[src/rtl/dit_in_loader_if.sv]
// Sample-stream and parallel-frame bus of the DIT FFT input loader.
// The loader uses the slave view; the upstream/downstream side uses master.
interface dit_in_loader_if #(
  parameter int unsigned DW = 3
);
  logic          s_valid;
  logic          s_ready;
  logic [DW-1:0] s_re;
  logic [DW-1:0] s_im;
  logic          s_last;
  logic          frame_valid;
  logic          frame_ack;
  logic [DW-1:0] xr0, xr1, xr2, xr3, xr4, xr5, xr6, xr7;
  logic [DW-1:0] xi0, xi1, xi2, xi3, xi4, xi5, xi6, xi7;
  logic          sync_err;

  modport slave (
    input  s_valid, s_re, s_im, s_last, frame_ack,
    output s_ready, frame_valid, sync_err,
    output xr0, xr1, xr2, xr3, xr4, xr5, xr6, xr7,
    output xi0, xi1, xi2, xi3, xi4, xi5, xi6, xi7
  );

  modport master (
    output s_valid, s_re, s_im, s_last, frame_ack,
    input  s_ready, frame_valid, sync_err,
    input  xr0, xr1, xr2, xr3, xr4, xr5, xr6, xr7,
    input  xi0, xi1, xi2, xi3, xi4, xi5, xi6, xi7
  );
endinterface

[src/rtl/dit_in_loader.sv]
// Ping-pong 8-sample frame assembler feeding the DIT FFT core.
// Define DIT_INBUF_BITREV_EN to store samples in bit-reversed slot order.
module dit_in_loader #(
  parameter int unsigned DW = 3
) (
  input  logic           clk,
  input  logic           rst,
  dit_in_loader_if.slave bus
);
  localparam int unsigned NS = 8;
  localparam int unsigned IW = 3;

  logic [DW-1:0] bank_re [2][NS];
  logic [DW-1:0] bank_im [2][NS];

  logic [1:0]    full_q, full_d;
  logic          wr_sel_q, wr_sel_d;
  logic          rd_sel_q, rd_sel_d;
  logic [IW-1:0] wr_idx_q, wr_idx_d;
  logic          sync_err_q, sync_err_d;
  logic [IW-1:0] slot_c;
  logic          ready_c;
  logic          accept_c;
  logic          ack_c;

  assign ready_c  = !full_q[wr_sel_q];
  assign accept_c = bus.s_valid && ready_c;
  assign ack_c    = bus.frame_ack && full_q[rd_sel_q];

`ifdef DIT_INBUF_BITREV_EN
  assign slot_c = {wr_idx_q[0], wr_idx_q[1], wr_idx_q[2]};
`else
  assign slot_c = wr_idx_q;
`endif

  // Pointer/flag next state: completion sets the write bank, ack clears the read bank.
  always_comb begin
    full_d     = full_q;
    wr_sel_d   = wr_sel_q;
    rd_sel_d   = rd_sel_q;
    wr_idx_d   = wr_idx_q;
    sync_err_d = 1'b0;

    if (ack_c) begin
      full_d[rd_sel_q] = 1'b0;
      rd_sel_d         = !rd_sel_q;
    end

    if (accept_c) begin
      if (wr_idx_q == IW'(NS - 1)) begin
        full_d[wr_sel_q] = 1'b1;
        wr_sel_d         = !wr_sel_q;
        wr_idx_d         = '0;
        sync_err_d       = !bus.s_last;
      end else if (bus.s_last) begin
        wr_idx_d   = '0;
        sync_err_d = 1'b1;
      end else begin
        wr_idx_d = IW'(wr_idx_q + IW'(1));
      end
    end
  end

  always_ff @(posedge clk) begin
    if (rst) begin
      full_q     <= '0;
      wr_sel_q   <= 1'b0;
      rd_sel_q   <= 1'b0;
      wr_idx_q   <= '0;
      sync_err_q <= 1'b0;
    end else begin
      full_q     <= full_d;
      wr_sel_q   <= wr_sel_d;
      rd_sel_q   <= rd_sel_d;
      wr_idx_q   <= wr_idx_d;
      sync_err_q <= sync_err_d;
    end
  end

  // Sample storage; a full bank is never written because s_ready is low for it.
  always_ff @(posedge clk) begin
    if (rst) begin
      for (int b = 0; b < 2; b++) begin
        for (int i = 0; i < int'(NS); i++) begin
          bank_re[b][i] <= '0;
          bank_im[b][i] <= '0;
        end
      end
    end else if (accept_c) begin
      bank_re[wr_sel_q][slot_c] <= bus.s_re;
      bank_im[wr_sel_q][slot_c] <= bus.s_im;
    end
  end

  assign bus.s_ready     = ready_c;
  assign bus.frame_valid = full_q[rd_sel_q];
  assign bus.sync_err    = sync_err_q;

  assign bus.xr0 = bank_re[rd_sel_q][0];
  assign bus.xr1 = bank_re[rd_sel_q][1];
  assign bus.xr2 = bank_re[rd_sel_q][2];
  assign bus.xr3 = bank_re[rd_sel_q][3];
  assign bus.xr4 = bank_re[rd_sel_q][4];
  assign bus.xr5 = bank_re[rd_sel_q][5];
  assign bus.xr6 = bank_re[rd_sel_q][6];
  assign bus.xr7 = bank_re[rd_sel_q][7];
  assign bus.xi0 = bank_im[rd_sel_q][0];
  assign bus.xi1 = bank_im[rd_sel_q][1];
  assign bus.xi2 = bank_im[rd_sel_q][2];
  assign bus.xi3 = bank_im[rd_sel_q][3];
  assign bus.xi4 = bank_im[rd_sel_q][4];
  assign bus.xi5 = bank_im[rd_sel_q][5];
  assign bus.xi6 = bank_im[rd_sel_q][6];
  assign bus.xi7 = bank_im[rd_sel_q][7];
endmodule

[src/flat_wrapper.sv]
// flat-port wrapper written by rule: the top's interface ports become plain ports
module dit_in_loader_flat 
#(
  parameter int unsigned DW = 3
)
  (clk, rst, bus_s_valid, bus_s_re, bus_s_im, bus_s_last, bus_frame_ack, bus_s_ready, bus_frame_valid, bus_sync_err, bus_xr0, bus_xr1, bus_xr2, bus_xr3, bus_xr4, bus_xr5, bus_xr6, bus_xr7, bus_xi0, bus_xi1, bus_xi2, bus_xi3, bus_xi4, bus_xi5, bus_xi6, bus_xi7);
  dit_in_loader_if #(.DW(DW)) bus_i ();
  input  logic clk;
  input  logic rst;
  input wire logic [$bits(bus_i.s_valid)-1:0] bus_s_valid;
  input wire logic [$bits(bus_i.s_re)-1:0] bus_s_re;
  input wire logic [$bits(bus_i.s_im)-1:0] bus_s_im;
  input wire logic [$bits(bus_i.s_last)-1:0] bus_s_last;
  input wire logic [$bits(bus_i.frame_ack)-1:0] bus_frame_ack;
  output wire logic [$bits(bus_i.s_ready)-1:0] bus_s_ready;
  output wire logic [$bits(bus_i.frame_valid)-1:0] bus_frame_valid;
  output wire logic [$bits(bus_i.sync_err)-1:0] bus_sync_err;
  output wire logic [$bits(bus_i.xr0)-1:0] bus_xr0;
  output wire logic [$bits(bus_i.xr1)-1:0] bus_xr1;
  output wire logic [$bits(bus_i.xr2)-1:0] bus_xr2;
  output wire logic [$bits(bus_i.xr3)-1:0] bus_xr3;
  output wire logic [$bits(bus_i.xr4)-1:0] bus_xr4;
  output wire logic [$bits(bus_i.xr5)-1:0] bus_xr5;
  output wire logic [$bits(bus_i.xr6)-1:0] bus_xr6;
  output wire logic [$bits(bus_i.xr7)-1:0] bus_xr7;
  output wire logic [$bits(bus_i.xi0)-1:0] bus_xi0;
  output wire logic [$bits(bus_i.xi1)-1:0] bus_xi1;
  output wire logic [$bits(bus_i.xi2)-1:0] bus_xi2;
  output wire logic [$bits(bus_i.xi3)-1:0] bus_xi3;
  output wire logic [$bits(bus_i.xi4)-1:0] bus_xi4;
  output wire logic [$bits(bus_i.xi5)-1:0] bus_xi5;
  output wire logic [$bits(bus_i.xi6)-1:0] bus_xi6;
  output wire logic [$bits(bus_i.xi7)-1:0] bus_xi7;
  assign bus_i.s_valid = bus_s_valid;
  assign bus_i.s_re = bus_s_re;
  assign bus_i.s_im = bus_s_im;
  assign bus_i.s_last = bus_s_last;
  assign bus_i.frame_ack = bus_frame_ack;
  assign bus_s_ready = bus_i.s_ready;
  assign bus_frame_valid = bus_i.frame_valid;
  assign bus_sync_err = bus_i.sync_err;
  assign bus_xr0 = bus_i.xr0;
  assign bus_xr1 = bus_i.xr1;
  assign bus_xr2 = bus_i.xr2;
  assign bus_xr3 = bus_i.xr3;
  assign bus_xr4 = bus_i.xr4;
  assign bus_xr5 = bus_i.xr5;
  assign bus_xr6 = bus_i.xr6;
  assign bus_xr7 = bus_i.xr7;
  assign bus_xi0 = bus_i.xi0;
  assign bus_xi1 = bus_i.xi1;
  assign bus_xi2 = bus_i.xi2;
  assign bus_xi3 = bus_i.xi3;
  assign bus_xi4 = bus_i.xi4;
  assign bus_xi5 = bus_i.xi5;
  assign bus_xi6 = bus_i.xi6;
  assign bus_xi7 = bus_i.xi7;
  dit_in_loader #(.DW(DW)) u_core (.clk(clk), .rst(rst), .bus(bus_i));
endmodule
[config.mk]
export PLATFORM = sky130hd
export DESIGN_NAME = dit_in_loader_flat
export DESIGN_NICKNAME = d
export VERILOG_FILES = /design/src/rtl/dit_in_loader_if.sv /design/src/rtl/dit_in_loader.sv /design/src/flat_wrapper.sv
export SDC_FILE = /design/constraint.sdc
export NUM_CORES = 1
export LEC_CHECK = 0
export CAP_MARGIN = 30
export CORE_UTILIZATION = 30
export CTS_CLUSTER_SIZE = 12
export DETAILED_ROUTE_END_ITERATION = 10
export SLEW_MARGIN = 25
export SYNTH_ARGS = -nofsm -noshare
export SYNTH_HDL_FRONTEND = slang
export SYNTH_SLANG_ARGS = --single-unit
[constraint.sdc]
create_clock -name clk -period 5.5 [get_ports clk]
set_clock_uncertainty 0.05 [all_clocks]
set_input_delay 0.825 -clock clk [delete_from_list [all_inputs] [get_ports clk]]
set_output_delay 0.825 -clock clk [all_outputs]
set_load 0.02 [all_outputs]
; Yosys cells after proc, flatten, opt, wreduce, memory -nomap -nowiden
; Memories as Yosys holds them, arrays and structs flattened. A register that Yosys moved wholly into a read port is not among the register bits.
; Index checks and enable logic that the tools add are counted.
[op_classes]
muxes = 32
bitwise_logic = 5
n_eq_ne = 1
n_lt_le_gt_ge = 6
reduce_logical = 13
addsub = 1
[ops]
columns = cell, n
row1 = two-way mux 24 bit, 5
row2 = OR reduction 24 bit, 2
row3 = two-way mux 1 bit, 18
row4 = demux 3 bit (select 3 bit), 1
row5 = two-way mux 3 bit, 3
row6 = two-way mux 2 bit, 3
row7 = logical AND 1 bit, 5
row8 = greater-or-equal comparator 4 bit (second input constant), 1
row9 = logical NOT 1 bit, 4
row10 = < comparator 1 x 2 -> 1 bit (second input constant), 2
row11 = < comparator 4 x 1 -> 1 bit (second input constant), 1
row12 = inverter 3 -> 4 bit, 1
row13 = adder 3 x 1 -> 3 bit (second input constant), 1
row14 = equality test 3 bit (second input constant), 1
row15 = bitwise AND 2 bit, 1
row16 = demux 1 bit (select 1 bit), 2
row17 = greater-or-equal comparator 1 bit (second input constant), 2
row18 = inverter 2 bit, 1
row19 = bitwise OR 2 bit, 1
row20 = AND reduction 2 bit, 1
row21 = OR reduction 2 bit, 1
row22 = inverter 1 bit, 1
[word_totals]
input_bits = 11
regBits = 8
mem_count = 2
ram_bits = 96
wordCells = 65
[memory_table]
columns = name, depth, word_bits, read_ports, rd_clocked_by_memory_dff, write_ports, line_no
row1 = u_core.bank_im, 2, 24, 1, 1, 2, dit_in_loader.sv:14  ; logic [DW-1:0] bank_im [2][NS];
row2 = u_core.bank_re, 2, 24, 1, 1, 2, dit_in_loader.sv:13  ; logic [DW-1:0] bank_re [2][NS];

; Depth between registers and ports, before layout
; Gate-level depths: netlist of the first run.
[depth]
depth_word = 10
depth_mapped = 5
ltp_nobuf = 5

; Least setup slack after synthesis of the first run
; OpenSTA, ideal clock, no wires.
[synth_timing]
kind = input to register
from = input bus_s_valid
to = memory u_core.bank_im[0][0] in the netlist's numbering, enable pin
setup_slack_ns = 3.027
required_time_ns = 5.073
path_buffers = 2
path_stages = 5
setup_ns = 0.377
t_arrival_ns = 2.046
cell_sequence = buf_4 nand2b_1 or3_1 clkbuf_1 o21ai_0
[synth_rtl]
columns = element, line_no
row1 = from (decl), flat_wrapper.sv:10  ; input wire logic [$bits(bus_i.s_valid)-1:0] bus_s_valid;
row2 = to (decl), dit_in_loader.sv:14

==> summary.txt, run 1 <==
status - complete, no violations
Area after DPL - 5160 um^2
clock-pin slew on the worst setup and hold paths - 0.07 ns
minimum clock period - 3.11 ns
CTS Hold Bufs - 0
post-DR vias/cell - 4.76
Hold Startpoint - u_core.rd_sel_q
reg2reg start - u_core.wr_sel_q
final cell area excluding filler cells - 5420 um^2
most common cell after layout, fill and taps aside - edfxtp_1
actual slew at the worst max-slew pin - 0.792 ns
antenna violation net count after detailed routing - 0
Req. time, crit path - 5.42 ns
Sink Count - 105
initial antenna violation count - 0
Max Root-Sink Buffers - 2
Yosys cell types - 35
peak supply drop - 0.123 mV
Hold Violations, Final - 0
Post-CTS Setup Inserts - 0
Remaining Overflow, GRT - 0
row cnt - 43
WL/cell - 18.1 um
RSZ-0062 raised after global routing - no
post-synthesis cell count - 299
area growth from synthesis to final layout - 23.3%
CTS Buf Count - 9
critical path type - primary input to flop
CTS resizes - 0
Die W - 123 um
CP arrival - 3.03 ns
DRC - 0
layout cells sized above 1 - 0.200
core area - 14100 um^2
worst skew pair latency - 0.34 ns
vias in the first global route - 2549
drt first pass iters - 4
H-tree Lvls - 3
synthesized area - 4390 um^2
pin count of the biggest net entering global routing - 49
Final Routed Wirelength - 9.80 mm
# setup viols final - 0
Final period util - 0.565
highest-count cells in the layout ignoring fill and taps - edfxtp_1, clkdlybuf4s50_1, nor2_1
first-pass GRT wire length - 14.7 mm
Port Buf Inserts - 61
Diodes inserted - 0
final setup TNS - 0 ns
DRT iter0 DRCs - 173
dpl hpwl - 6.40 mm
Startpoint Class - primary input
Final Max Tran Viols - 0
Max-Cap Viols - 0
class of the worst hold path - flop to flop
f_max - 322 MHz
hold slack - 0.508 ns
Power Density - 297 nW/um^2
CTS root buf - clkbuf_16
synth warn - 0
worst-path maximum fanout - 11
critical path capture point type - flop
Seq/Total Area, Yosys - 0.697
leak pwr - 1.83 nW
gr usage total - 0.136
critical path launch point - rst
via count - 2570
Die Ht - 123 um
Mapped Nets - 312
# IOs - 62
final net count - 368
die footprint - 15100 um^2
CTS tree - built
Synth Area per Inst - 14.7 um^2
Initial Utilization - 0.312
Final Util - 0.384
Synth Register Bits - 105
slew margin rel. - 0.466
routability cong. - 0.756
synthesized netlist by cell type (all sizes together):
| master | number | area share |
|---|---|---|
| a21oi | 4 | 0.0046 |
| a221oi | 1 | 0.0020 |
| a22oi | 1 | 0.0017 |
| a311oi | 2 | 0.0040 |
| a31oi | 1 | 0.0014 |
| and2 | 12 | 0.017 |
| and3b | 1 | 0.0020 |
| buf | 9 | 0.013 |
| clkbuf | 7 | 0.0060 |
| dfxtp | 9 | 0.041 |
| edfxtp | 96 | 0.66 |
| ha | 2 | 0.0057 |
| inv | 4 | 0.0034 |
| mux2 | 50 | 0.13 |
| nand2 | 9 | 0.0077 |
| nand2b | 1 | 0.0014 |
| nand3 | 1 | 0.0011 |
| nand3b | 4 | 0.0068 |
| nand4 | 2 | 0.0028 |
| nand4b | 1 | 0.0020 |
| nor2 | 53 | 0.045 |
| nor3 | 2 | 0.0023 |
| nor4 | 1 | 0.0048 |
| nor4b | 1 | 0.0054 |
| o21ai | 18 | 0.020 |
| o41ai | 1 | 0.0020 |
| or3 | 3 | 0.0054 |
| or3b | 2 | 0.0040 |
| xnor2 | 1 | 0.0020 |
stage by stage:
| stage | power [mW] | cells | setup slack [ns] |
|---|---|---|---|
| 2_1_floorplan | 0.995 | 299 | 3.03 |
| 3_3_place_gp | 1.05 | 524 | 2.14 |
| 3_5_place_dp | 1.05 | 524 | 2.07 |
| 4_1_cts | 1.62 | 540 | 2.42 |
| 5_1_grt | 1.66 | 540 | 2.25 |
| 6_report | 1.61 | 540 | 2.39 |
path summary, 6_finish.rpt:
| kind | end | slack, ns | cells past startpoint |
|---|---|---|---|
| worst max register to register | u_core.bank_re[1][16] | 3.39 | 3 |
| worst min-delay path | u_core.full_q[0] | 0.51 | 2 |
| worst min register to register | u_core.full_q[0] | 0.51 | 2 |
| worst max-delay path | u_core.bank_re[0][17] | 2.39 | 4 |
cell type report:
type	instances	area, um^2
clock inverters	6	33.8
repair buffers	61	611
well taps	180	225
inverters	4	15.0
clock buffers	10	229
flip-flops and latches	105	3070
fillers	1339	8680
multi-input cells	174	1240
cell families after synthesis:
| kind of cell | synth area share |
|---|---|
| simple gates | 0.108 |
| fa+ha+maj | 0.00569 |
| flops | 0.697 |
| mux | 0.128 |
| xor+xnor | 0.00199 |
| compound gates | 0.0362 |
| buf+inv | 0.0228 |
critical path, cell delays in order:
cell and delay, ns:
clkdlybuf4s50_1 0.63, nand2b_1 0.33, or3_1 0.53, o21ai_0 0.71
registers in the layout (all words and copies together), names as in the netlist, named ones only:
name / count
u_core.rd_sel_q: 1
u_core.wr_sel_q: 1
u_core.bus.sync_err: 1
u_core.bank_im: 48
u_core.full_q: 2
u_core.bank_re: 48
u_core.slot_c: 3
layer usage:
metal	vias up	wire length [um]	share of wire	GRT usage
li1	1214	-	-	-
met1	1237	4360	0.44	0.176
met5	-	0	0	0
met2	106	4570	0.47	0.222
met4	0	173	0.018	0.0520
met3	13	692	0.071	0.0314
power by group:
part           switching (mW)  internal (mW)
clock network           0.269          0.304
registers              0.0105          0.906
logic                  0.0710         0.0485
Power figures use the tool's default switching activity.
==> inputs of run 2 (changes only) <==
clock period = 2.6 ns   (was 5.5 ns; I/O delays follow)
==> run 2 against run 1 <==
Setup slack worse by 2.2 ns. Largest cell class unchanged. Via count rose by 3.9%. Total power rose by 110%. First-iteration DRC count fell by 14%. Count of clock-buffer cells in the layout fell by 1.
==> summary.txt, run 2 (synthesis results as in run 1) <==
status - complete, no violations (unchanged)
Max Root-Sink Buffers - 2 (unchanged)
antenna violation net count after detailed routing - 0 (unchanged)
RR Endpoint - u_core.bank_re[1][23] (was u_core.bank_re[1][16])
CTS Hold Bufs - 0 (unchanged)
pre-CTS WS - 0.201 ns (was 2.07 ns)
CTS resizes - 0 (unchanged)
Crit path max-delay family - buffers and inverters (was simple AND/OR/NAND/NOR gates)
Crit path largest cell delay - 0.61 ns (was 0.71 ns)
die footprint - 15100 um^2 (unchanged)
initial antenna violation count - 0 (unchanged)
critical path endpoint - bus_s_ready (was u_core.bank_re[0][17])
Port Buf Inserts - 61 (unchanged)
slew margin rel. - 0.655 (was 0.466)
gr usage total - 0.141 (was 0.136)
Post-CTS Setup Inserts - 0 (unchanged)
Remaining Overflow, GRT - 0 (unchanged)
reg2reg start - u_core.slot_c[0] (was u_core.wr_sel_q)
Startpoint Class - flop (was primary input)
actual slew at the worst max-slew pin - 0.517 ns (was 0.792 ns)
CTS root buf - clkbuf_16 (unchanged)
worst r2r path cells - 3 (unchanged)
Hold Violations, Final - 0 (unchanged)
most common cell after layout, fill and taps aside - edfxtp_1 (unchanged)
setup ws final - 0.233 ns (was 2.39 ns)
Initial Utilization - 0.312 (unchanged)
worst skew pair latency - 0.34 ns (about the same)
WP buf/inv - 2 (was 1)
DRC - 0 (unchanged)
CTS Buf Count - 9 (unchanged)
dpl hpwl - 6.77 mm (was 6.40 mm)
post-DR vias/cell - 4.78 (was 4.76)
critical path type - flop to primary output (was primary input to flop)
RSZ-0062 raised after global routing - no (unchanged)
peak supply drop - 0.260 mV (was 0.123 mV)
Post-Place Cells - 545 (was 524)
slowest CP cell - clkdlybuf4s50_1 (was o21ai_0)
row cnt - 43 (unchanged)
DRT iter0 DRCs - 148 (was 173)
highest-count cells in the layout ignoring fill and taps - edfxtp_1, clkdlybuf4s50_1, nor2_1 (unchanged)
Sink Count - 105 (unchanged)
final net count - 389 (was 368)
area growth from synthesis to final layout - 26.6% (was 23.3%)
Die W - 123 um (unchanged)
critical path depth - 3 (was 4)
CP arrival - 1.93 ns (was 3.03 ns)
critical path launch point - u_core.wr_sel_q (was rst)
WL/cell - 18.0 um (was 18.1 um)
routability cong. - 0.777 (was 0.756)
Power Density - 617 nW/um^2 (was 297 nW/um^2)
layout cells sized above 1 - 0.243 (was 0.200)
via count - 2671 (was 2570)
# IOs - 62 (unchanged)
core area - 14100 um^2 (unchanged)
pin count of the biggest net entering global routing - 27 (was 49)
vias in the first global route - 2656 (was 2549)
CP cell instances - mux2_2, inv_2, clkdlybuf4s50_1 (was clkdlybuf4s50_1, nand2b_1, or3_1, o21ai_0)
clock-pin slew on the worst setup and hold paths - 0.07 ns (about the same)
minimum clock period - 2.37 ns
Max-Cap Viols - 0 (unchanged)
class of the worst hold path - flop to flop (unchanged)
CTS tree - built (unchanged)
drt first pass iters - 4 (unchanged)
first-pass GRT wire length - 15.1 mm (was 14.7 mm)
final setup TNS - 0 ns (unchanged)
Final Max Tran Viols - 0 (unchanged)
Final period util - 0.911
fin cells - 559 (was 540)
worst reg2reg setup slack - 0.72 ns (was 3.39 ns)
Diodes inserted - 0 (unchanged)
Req. time, crit path - 2.16 ns (was 5.42 ns)
Final Routed Wirelength - 10.1 mm (was 9.80 mm)
H-tree Lvls - 3 (unchanged)
# setup viols final - 0 (unchanged)
worst-path maximum fanout - 6 (was 11)
critical path capture point type - primary output (was flop)
Die Ht - 123 um (unchanged)
leak pwr - 1.93 nW (was 1.83 nW)
f_max - 422 MHz
## run 2: per-layer routing
| metal | up-vias | global-route usage | wire (um) |
|---|---|---|---|
| met3 | 15 | 0.0374 | 654 |
| met5 | - | 0 | 0 |
| met4 | 0 | 0.0610 | 227 |
| met1 | 1321 | 0.182 | 4420 |
| li1 | 1252 | - | - |
| met2 | 83 | 0.224 | 4790 |
## run 2: worst register-to-register path, stage by stage (launching register included)
cell	delay, ns
dfxtp_1	0.43
or3_4	0.49
o41ai_1	0.38
buf_4	0.24
## run 2: worst min path at each step
stage | start | endpoint | slack (ns) | cells past startpoint
after global routing | u_core.rd_sel_q | u_core.full_q[0] | 0.56 | 2
after floorplan | bus_frame_ack | flop | 0.46 | 1
after CTS | u_core.rd_sel_q | u_core.full_q[0] | 0.51 | 2
after detailed placement | u_core.rd_sel_q | u_core.full_q[0] | 0.50 | 2
final | u_core.rd_sel_q | u_core.full_q[0] | 0.51 | 2
after global placement | u_core.rd_sel_q | flop | 0.49 | 1
## run 2: area by class of cell
type | instances | area [um^2]
fill | 1349 | 8530
sequential | 105 | 3060
multi-input combinational | 174 | 1230
timing repair buffer | 82 | 768
clock buffer | 9 | 225
tap | 180 | 225
clock inverter | 5 | 33.8
inverter | 4 | 15.0
## run 2: power breakdown
part	internal (mW)	switching [mW]	total, mW
clock network	0.639	0.574	1.21
logic	0.121	0.154	0.275
registers	1.92	0.0261	1.94
total	2.68	0.754	3.43
## run 2: per-stage QoR
| step | util | power, mW | hold WS [ns] | instance area (um^2) |
|---|---|---|---|---|
| 3_5_place_dp | 0.376 | 2.26 | 0.501 | 5300 |
| 4_1_cts | 0.395 | 3.45 | 0.510 | 5560 |
| 3_3_place_gp | 0.376 | 2.25 | 0.494 | 5300 |
| 6_report | 0.395 | 3.43 | 0.509 | 5560 |
| 2_1_floorplan | - | 2.11 | 0.463 | 4390 |
| 5_1_grt | 0.395 | 3.53 | 0.563 | 5560 |
